<file path="config.mk">
export PLATFORM = sky130hd
export DESIGN_NAME = bvurem_inv_search_flat
export DESIGN_NICKNAME = d
export VERILOG_FILES = /design/src/rtl/bvurem_inv_search_if.sv /design/src/rtl/bvurem_inv_search.sv /design/src/flat_wrapper.sv
export SDC_FILE = /design/constraint.sdc
export NUM_CORES = 1
export LEC_CHECK = 0
export CORE_ASPECT_RATIO = 0.7
export CORE_UTILIZATION = 40
export CTS_CLUSTER_SIZE = 40
export DETAILED_ROUTE_END_ITERATION = 8
export SETUP_SLACK_MARGIN = 0.4
export SKIP_CTS_REPAIR_TIMING = 1
export SYNTH_ARGS = -nofsm -noshare
export SYNTH_HDL_FRONTEND = slang
export SYNTH_SLANG_ARGS = --single-unit
export TNS_END_PERCENT = 5
</file>
<file path="constraint.sdc">
create_clock -name clk -period 6.9 [get_ports clk]
set_input_delay 1.38 -clock clk [delete_from_list [all_inputs] [get_ports clk]]
set_output_delay 1.38 -clock clk [all_outputs]
set_load 0.03 [all_outputs]
</file>
<file path="src/rtl/bvurem_inv_search_if.sv">
// Query/result handshake bundle for the bvurem inverse-witness search block.
// The master drives queries and consumes results; the slave is the search engine.
interface bvurem_inv_search_if #(
    parameter int W = 4
);
    logic         in_valid;
    logic         in_ready;
    logic [1:0]   mode;
    logic [W-1:0] s;
    logic [W-1:0] t;
    logic         out_valid;
    logic         out_ready;
    logic [W-1:0] x;
    logic         found;

    modport master (
        output in_valid, mode, s, t, out_ready,
        input  in_ready, out_valid, x, found
    );

    modport slave (
        input  in_valid, mode, s, t, out_ready,
        output in_ready, out_valid, x, found
    );
endinterface

</file>
<file path="src/rtl/bvurem_inv_search.sv">
// Sequential ascending search for the least W-bit c satisfying a urem predicate
// (c urem s or s urem c compared against t), one candidate per cycle.
module bvurem_inv_search #(
    parameter int W = 4
) (
    input  logic               clk,
    input  logic               rst_n,
    bvurem_inv_search_if.slave bus
);

    typedef enum logic [1:0] {
        IDLE   = 2'd0,
        SEARCH = 2'd1,
        DONE   = 2'd2
    } state_t;

    state_t       state_q, state_d;
    logic [W-1:0] cand_q, cand_d;
    logic [W-1:0] x_q, x_d;
    logic         found_q, found_d;
    logic [1:0]   mode_q, mode_d;
    logic [W-1:0] s_q, s_d;
    logic [W-1:0] t_q, t_d;

    logic [W-1:0] rem_cs;
    logic [W-1:0] rem_sc;
    logic         hit;
    logic         accept;

    // Division by zero returns the dividend unchanged.
    function automatic logic [W-1:0] urem(input logic [W-1:0] a, input logic [W-1:0] b);
        if (b == '0) begin
            return a;
        end
        return a % b;
    endfunction

    always_comb begin
        rem_cs = urem(cand_q, s_q);
        rem_sc = urem(s_q, cand_q);
        case (mode_q)
            2'd0:    hit = (rem_cs != t_q);
            2'd1:    hit = (rem_cs == t_q);
            2'd2:    hit = (rem_sc != t_q);
            default: hit = (rem_sc == t_q);
        endcase
    end

    assign accept = bus.in_valid && (state_q == IDLE);

    always_comb begin
        state_d = state_q;
        cand_d  = cand_q;
        x_d     = x_q;
        found_d = found_q;
        mode_d  = mode_q;
        s_d     = s_q;
        t_d     = t_q;
        case (state_q)
            IDLE: begin
                if (accept) begin
                    mode_d  = bus.mode;
                    s_d     = bus.s;
                    t_d     = bus.t;
                    cand_d  = '0;
                    x_d     = '0;
                    found_d = 1'b0;
                    state_d = SEARCH;
                end
            end
            SEARCH: begin
                if (hit) begin
                    x_d     = cand_q;
                    found_d = 1'b1;
                    state_d = DONE;
                end else if (cand_q == '1) begin
                    // Last candidate exhausted: report no witness rather than wrapping.
                    x_d     = '0;
                    found_d = 1'b0;
                    state_d = DONE;
                end else begin
                    cand_d = cand_q + W'(1);
                end
            end
            DONE: begin
                if (bus.out_ready) begin
                    x_d     = '0;
                    found_d = 1'b0;
                    state_d = IDLE;
                end
            end
            default: begin
                state_d = IDLE;
            end
        endcase
    end

    always_ff @(posedge clk) begin
        if (!rst_n) begin
            state_q <= IDLE;
            cand_q  <= '0;
            x_q     <= '0;
            found_q <= 1'b0;
        end else begin
            state_q <= state_d;
            cand_q  <= cand_d;
            x_q     <= x_d;
            found_q <= found_d;
        end
    end

    // Operand registers are only meaningful after an acceptance, so they carry no reset.
    always_ff @(posedge clk) begin
        mode_q <= mode_d;
        s_q    <= s_d;
        t_q    <= t_d;
    end

    assign bus.in_ready  = (state_q == IDLE);
    assign bus.out_valid = (state_q == DONE);
    assign bus.x         = (state_q == DONE) ? x_q : '0;
    assign bus.found     = (state_q == DONE) ? found_q : 1'b0;

endmodule
</file>
<file path="src/flat_wrapper.sv">
// flat-port wrapper written by rule: the top's interface ports become plain ports
module bvurem_inv_search_flat 
#(
    parameter int W = 4
)
  (clk, rst_n, bus_in_valid, bus_mode, bus_s, bus_t, bus_out_ready, bus_in_ready, bus_out_valid, bus_x, bus_found);
  bvurem_inv_search_if #(.W(W)) bus_i ();
  input  logic clk;
  input  logic rst_n;
  input wire logic [$bits(bus_i.in_valid)-1:0] bus_in_valid;
  input wire logic [$bits(bus_i.mode)-1:0] bus_mode;
  input wire logic [$bits(bus_i.s)-1:0] bus_s;
  input wire logic [$bits(bus_i.t)-1:0] bus_t;
  input wire logic [$bits(bus_i.out_ready)-1:0] bus_out_ready;
  output wire logic [$bits(bus_i.in_ready)-1:0] bus_in_ready;
  output wire logic [$bits(bus_i.out_valid)-1:0] bus_out_valid;
  output wire logic [$bits(bus_i.x)-1:0] bus_x;
  output wire logic [$bits(bus_i.found)-1:0] bus_found;
  assign bus_i.in_valid = bus_in_valid;
  assign bus_i.mode = bus_mode;
  assign bus_i.s = bus_s;
  assign bus_i.t = bus_t;
  assign bus_i.out_ready = bus_out_ready;
  assign bus_in_ready = bus_i.in_ready;
  assign bus_out_valid = bus_i.out_valid;
  assign bus_x = bus_i.x;
  assign bus_found = bus_i.found;
  bvurem_inv_search #(.W(W)) u_core (.clk(clk), .rst_n(rst_n), .bus(bus_i));
endmodule
</file>
# [After elaboration in Yosys (flattened, before gate mapping)]
# Index checks and enable logic that the tools add are counted.
[totals] reg_bits=21 in_bits=14 out_inout_bits=7 elab_cells=62
[op_classes] add_sub_neg=1 div_mod_pow=2 eq_ne=14 n_mux=27 n_reduce_logical=11
[op_table] cell="4-bit two-way mux" n=11
[op_table] cell="4-bit case mux with 3 select lines" n=1
[op_table] cell="4-bit == test" n=2
[op_table] cell="4-bit logical NOT" n=2
[op_table] cell="4-bit by 4-bit modulo with 4-bit output" n=2
[op_table] cell="2-bit two-way mux" n=4
[op_table] cell="4-bit inequality test" n=2
[op_table] cell="4-bit case mux with 2 select lines" n=1
[op_table] cell="4-bit AND reduction" n=2
[op_table] cell="1-bit two-way mux" n=7
[op_table] cell="2-bit inequality test, second input constant" n=3
[op_table] cell="1-bit case mux with 3 select lines" n=2
[op_table] cell="2-bit case mux with 3 select lines" n=1
[op_table] cell="4-bit by 1-bit adder with 4-bit output, second input constant" n=1
[op_table] cell="2-bit by 1-bit == test with 1-bit output, second input constant" n=2
[op_table] cell="2-bit == test, second input constant" n=2
[op_table] cell="4-bit == test, second input constant" n=1
[op_table] cell="2-bit logical NOT" n=2
[op_table] cell="3-bit by 1-bit inequality test with 1-bit output, second input constant" n=1
[op_table] cell="3-bit AND reduction" n=1
[op_table] cell="3-bit nonzero test" n=1
[op_table] cell="2-bit by 1-bit inequality test with 1-bit output, second input constant" n=1
[op_table] cell="2-bit AND reduction" n=1
[op_table] cell="2-bit nonzero test" n=1
[op_table] cell="1-bit logical AND" n=1

# [Longest topological paths before layout]
[depth] word_depth=7 mapped_depth=25 mapped_depth_nobuf=24

# [Worst setup path after synthesis]
# No wires, ideal clock.
[synth_path] kind="register to register" start="reg u_core.s_q[0]" end="reg u_core.state_q[1]" setup_time_ps=115 arrival_time_ps=6202 required_time_ps=6785 slack_ps=583 path_stages_with_launch=25 n_path_buf=1 synth_period_minus_slack_ps=6317 cell_sequence="edfxtp_1 > inv_1 > ha_1 > or4b_4 > a22oi_4 > ha_1 > or2_2 > a31oi_1 > nor2_1 > ha_1 > o21a_1 > or4b_2 > a21oi_1 > nor2_1 > ha_1 > o21ai_0 > a31oi_1 > nor4_1 > a311o_1 > or4_1 > a211o_1 > or4b_4 > and3_1 > buf_6 > o21a_1"
[synth_via] elab_chain_len=7 word_cells_on_any_way=16 cone_classes="div (2); eq/ne (5); mux (7); reduce/logical (2)"
[synth_lines] element="start: declaration" line_no="bvurem_inv_search.sv:22" rtl="logic [W-1:0] s_q, s_d;"
[synth_lines] element="start signal: assignment" line_no="bvurem_inv_search.sv:115" rtl="s_q <= s_d;"
[synth_lines] element="branches (longest 4 deep; another with 4-bit by 4-bit modulo with 4-bit output)"
[synth_lines] element="1-bit case mux with 3 select lines *" line_no="bvurem_inv_search.sv:41" rtl="case (mode_q)"
[synth_lines] element="3-bit by 1-bit inequality test with 1-bit output (no line) / 2-bit two-way mux (equally long branches)"
[synth_lines] element="3-bit AND reduction (no line) / 2-bit case mux with 3 select lines (equally long branches)"
[synth_lines] element="end signal: assignment" line_no="bvurem_inv_search.sv:105" rtl="state_q <= state_d;"
[synth_lines] element="end: declaration" line_no="bvurem_inv_search.sv:17" rtl="state_t state_q, state_d;"
# Every way passes the cells marked *. The select of a mux whose other input is x is not followed.
# A chain may end at the register's enable or synchronous reset.

# [Final worst setup path]
[layout_path] start="reg u_core.s_q[3]" end="reg u_core.state_q[1]"
# The elaborated chain is that of the path after synthesis.

==> flow_summary_export.csv <==
group,metric,value,unit
die,die_y,65.9,um
global_route,grt_overflow_total,0,
synth,synth-edff-count,10,
detailed_routing,post_drt_via_cell_ratio,5.88,
setup_path,reg2reg_depth,22,
global_route,top_usage_layer,"met1",
synth,synthAdderAreaFrac,14.6,%
setup_path,r2r-start,"u_core.s_q[3]",
global_route,grt_util_met1,32.0,%
synth,syn-cell-area,0.00233,mm2
cts,clk_path_buf_depth,2,
setup_path,crit_path_start_kind,"register",
place,gp_congestion,0.886,
sta,finalSetupTns,0,ns
final_layout,layout.nets,350,
synth,synthFlopType,"dfxtp_1",
global_route,grt_use_met2,30.8,%
setup_path,endpoint_kind,"register",
cts,clock_sinks,21,
final_layout,drive_above_1_share,20.1,%
setup_path,cpLargestDelayFamily,"simple AND/OR/NAND/NOR gates",
cts,clk_pin_slew_worst_paths,0.08,ns
setup_path,cp_max_fo,6,
die,die_width,93.2,um
place,dp_slack,0.192,ns
die,start_util,43.0,%
status,status,"finished clean",
setup_path,cp_slowest_cell,"or4b_2",
die,dieArea,0.00614,mm2
synth,synth-seq-cells,21,
min_path,min_to,"u_core.x_q[1]",
cts,cts_tree,"done",
detailed_routing,routedWlPerCell,16.5,um
global_route,antenna_found_initial,0,
sta,setup_viol,0,
sta,clock_skew,0.00219,ns
setup_path,crit_top_cell,"ha_1",
sta,period_share,92.3,%
cts,clockRootBuffer,"clkbuf_8",
place,place_hpwl,4750,um
cts,worstSkewPairLatency,0.26,ns
sta,fmax,0.157,GHz
synth,syn-num-nets,312,
setup_path,worstSetupPathType,"reg2reg",
die,ios,21,
setup_path,r2r_slack,0.53,ns
cts,htreeDepth,1,
die,core_area,0.00542,mm2
synth,synth_xor_area_share,3.38,%
synth,yosysSeqAreaShare,22.3,%
place,portBuffers,20,
final_layout,fill_cells,525,
setup_path,crit_arrival,6.53,ns
sta,slew_viol_final,0,
min_path,hold_depth,2,
synth,post_synth_num_cell_types,65,
detailed_routing,drt_first_iter_violations,133,
global_route,grt_max_degree,14,
power_and_ir_drop,total_power,0.000481,W
synth,synthSimpleGateAreaFrac,24.6,%
global_route,grt_pass1_wl,10100,um
cts,cts-buffers-inserted,3,
power_and_ir_drop,p_per_area,167,mW/mm2
detailed_routing,via_count,2239,
detailed_routing,final_antenna_net_count,0,
sta,max-slew-margin-rel,55.7,%
sta,final_hold_viol_count,0,
synth,syn-instance-count,272,
sta,tightestPinTransition,0.659,ns
power_and_ir_drop,peakVddDrop,0.0965,mV
synth,postSynthAreaPerCell,8.57,um2
synth,synth_compound_area_share,25.3,%
setup_path,worst_path_largest_cell_delay,0.69,ns
setup_path,reg2reg_to,"u_core.state_q[1]",
job,maxCapViolCount,0,
die,rows,22,
detailed_routing,dr.pass1.iters,4,
final_layout,area_delta_synth_final,23.6,%
power_and_ir_drop,p_leak,1.13,nW
global_route,met3_usage,4.02,%
synth,yosys_warnings,0,
setup_path,required,7.06,ns
global_route,grt_pass1_vias,2048,
sta,fin_hold_ws,0.463,ns
global_route,grt_use_total,20.9,%
min_path,hold_path.class,"reg2reg",
synth,synthMuxAreaShare,5.26,%
sta,fin_crit,6.37,ns
setup_path,path_buf_inv,0,
synth,async_flop_share,0,%
detailed_routing,wl,6280,um
detailed_routing,drc,0,
sta,setup_ws,0.534,ns
sta,rsz0062_at_grt,"false",
final_layout,diodes,0,
synth,synth_top_family_by_area,"compound AO/OA/AOI/OAI gates",
min_path,hp-start,"u_core.x_q[1]",
setup_path,path_cells,"ha_1, nor2b_1, a21oi_1, a21oi_1, ha_1, or4b_2, a21boi_2, nor4_1, ha_1, or4b_2, a21oi_2, nor2_1, ha_1, o21ai_0, a31oi_2, o21ai_2, a311o_1, or4_1, a211o_1, or4b_4, and3_4, o21a_1",
cells by family (layout without fill, tap and decap cells):
logic type	count (synthesis)	count (layout)
flip-flops	21	21
XOR/XNOR	9	9
AO/OA/AOI/OAI	80	80
multiplexers	12	12
adder cells (fa/ha/maj)	26	26
buffers and inverters	23	60
AND/OR/NAND/NOR	101	101
worst min-delay path: cells and delay by family, from the launching register on:
family / cells / cell delay (ns)
AOI/OAI and AO/OA: 1 / 0.06
DFF: 1 / 0.31
and+or+nand+nor: 1 / 0.05
registers in the layout, indices dropped and copies added, names as in the netlist:
register / cells
u_core.cand_q: 4
u_core.s_q: 4
u_core.t_q: 4
u_core.x_q: 4
u_core.mode_q: 2
u_core.state_q: 2
u_core.found_q: 1
worst max-delay path by stage:
stage	slack [ns]	end	from	cells after the start
2_1_floorplan	0.58	u_core.state_q[1]	u_core.s_q[0]	24
4_1_cts	0.18	u_core.state_q[1]	u_core.s_q[0]	23
3_5_place_dp	0.19	u_core.state_q[1]	u_core.s_q[0]	23
6_report	0.53	u_core.state_q[1]	u_core.s_q[3]	22
3_3_place_gp	0.36	u_core.state_q[1]	u_core.s_q[0]	23
5_1_grt	0.32	u_core.state_q[1]	u_core.s_q[0]	23
power by group:
part,leakage (nW),switching (W),internal [W],total [W]
clock,0.0260,0.0000426,0.0000411,0.0000837
sequential,0.185,0.00000882,0.000139,0.000147
combinational,0.915,0.000136,0.000114,0.000250
stage by stage:
step / std cells / instance area, um2 / utilization [%]
floorplan: 272 / 2330 / -
global placement: 367 / 2650 / 48.9
detailed placement: 367 / 2650 / 48.9
CTS: 371 / 2700 / 49.8
global route: 381 / 2880 / 53.1
finish: 381 / 2880 / 53.1
synthesized netlist by cell type (all sizes together), types with 4 or more instances:
cell     n  share of area, %
nor2b    5               1.3
and3     5               1.3
nor3     7               1.5
nand2   25               4.0
ha      24                13
xnor2    5               1.9
dfxtp   11               9.5
a21oi   17               3.7
nand3    8               1.7
o32ai    5               1.9
or4b     5               2.5
o21ai   15               3.2
edfxtp  10                13
mux2i   10               4.3
xor2     4               1.5
inv     16               2.6
nor4     5               1.6
nor2    18               3.0
buf      5               1.6
o21a     6               1.9
and2     5               1.3
cell usage in the layout, fill, tap and decap left out, drive strengths merged, types with 3 or more instances in the layout:
master | netlist | layout
and3 | 5 | 5
or3 | 3 | 3
clkbuf | 2 | 3
o21ai | 15 | 15
nand3 | 8 | 8
ha | 24 | 24
edfxtp | 10 | 10
nand2 | 25 | 25
inv | 16 | 17
buf | 5 | 20
o21a | 6 | 6
nor2 | 18 | 18
xnor2 | 5 | 5
a31oi | 3 | 3
or4b | 5 | 5
clkdlybuf4s50 | 0 | 20
or4 | 3 | 3
o211ai | 3 | 3
a21oi | 17 | 17
a221oi | 3 | 3
mux2i | 10 | 10
nand4 | 3 | 3
o32ai | 5 | 5
nor2b | 5 | 5
xor2 | 4 | 4
nor4 | 5 | 5
dfxtp | 11 | 11
nor3 | 7 | 7
and2 | 5 | 5
per-layer routing:
layer / vias to the layer above / part of all wire [%]
li1: 1115 / -
met1: 1059 / 52
met2: 59 / 42
met3: 6 / 5.2
met4: 0 / 0.51
met5: - / 0
layout make-up:
type	instances	area, um2	share of cell area, %
inverters	16	60.1	2.09
clock buffers	3	41.3	1.43
well taps	72	90.1	3.13
multi-input cells	228	1810	62.9
repair buffers	40	350	12.2
flip-flops and latches	21	522	18.1
clock inverters	1	6.26	0.217
Note: power is estimated with default switching activity, not from simulation.
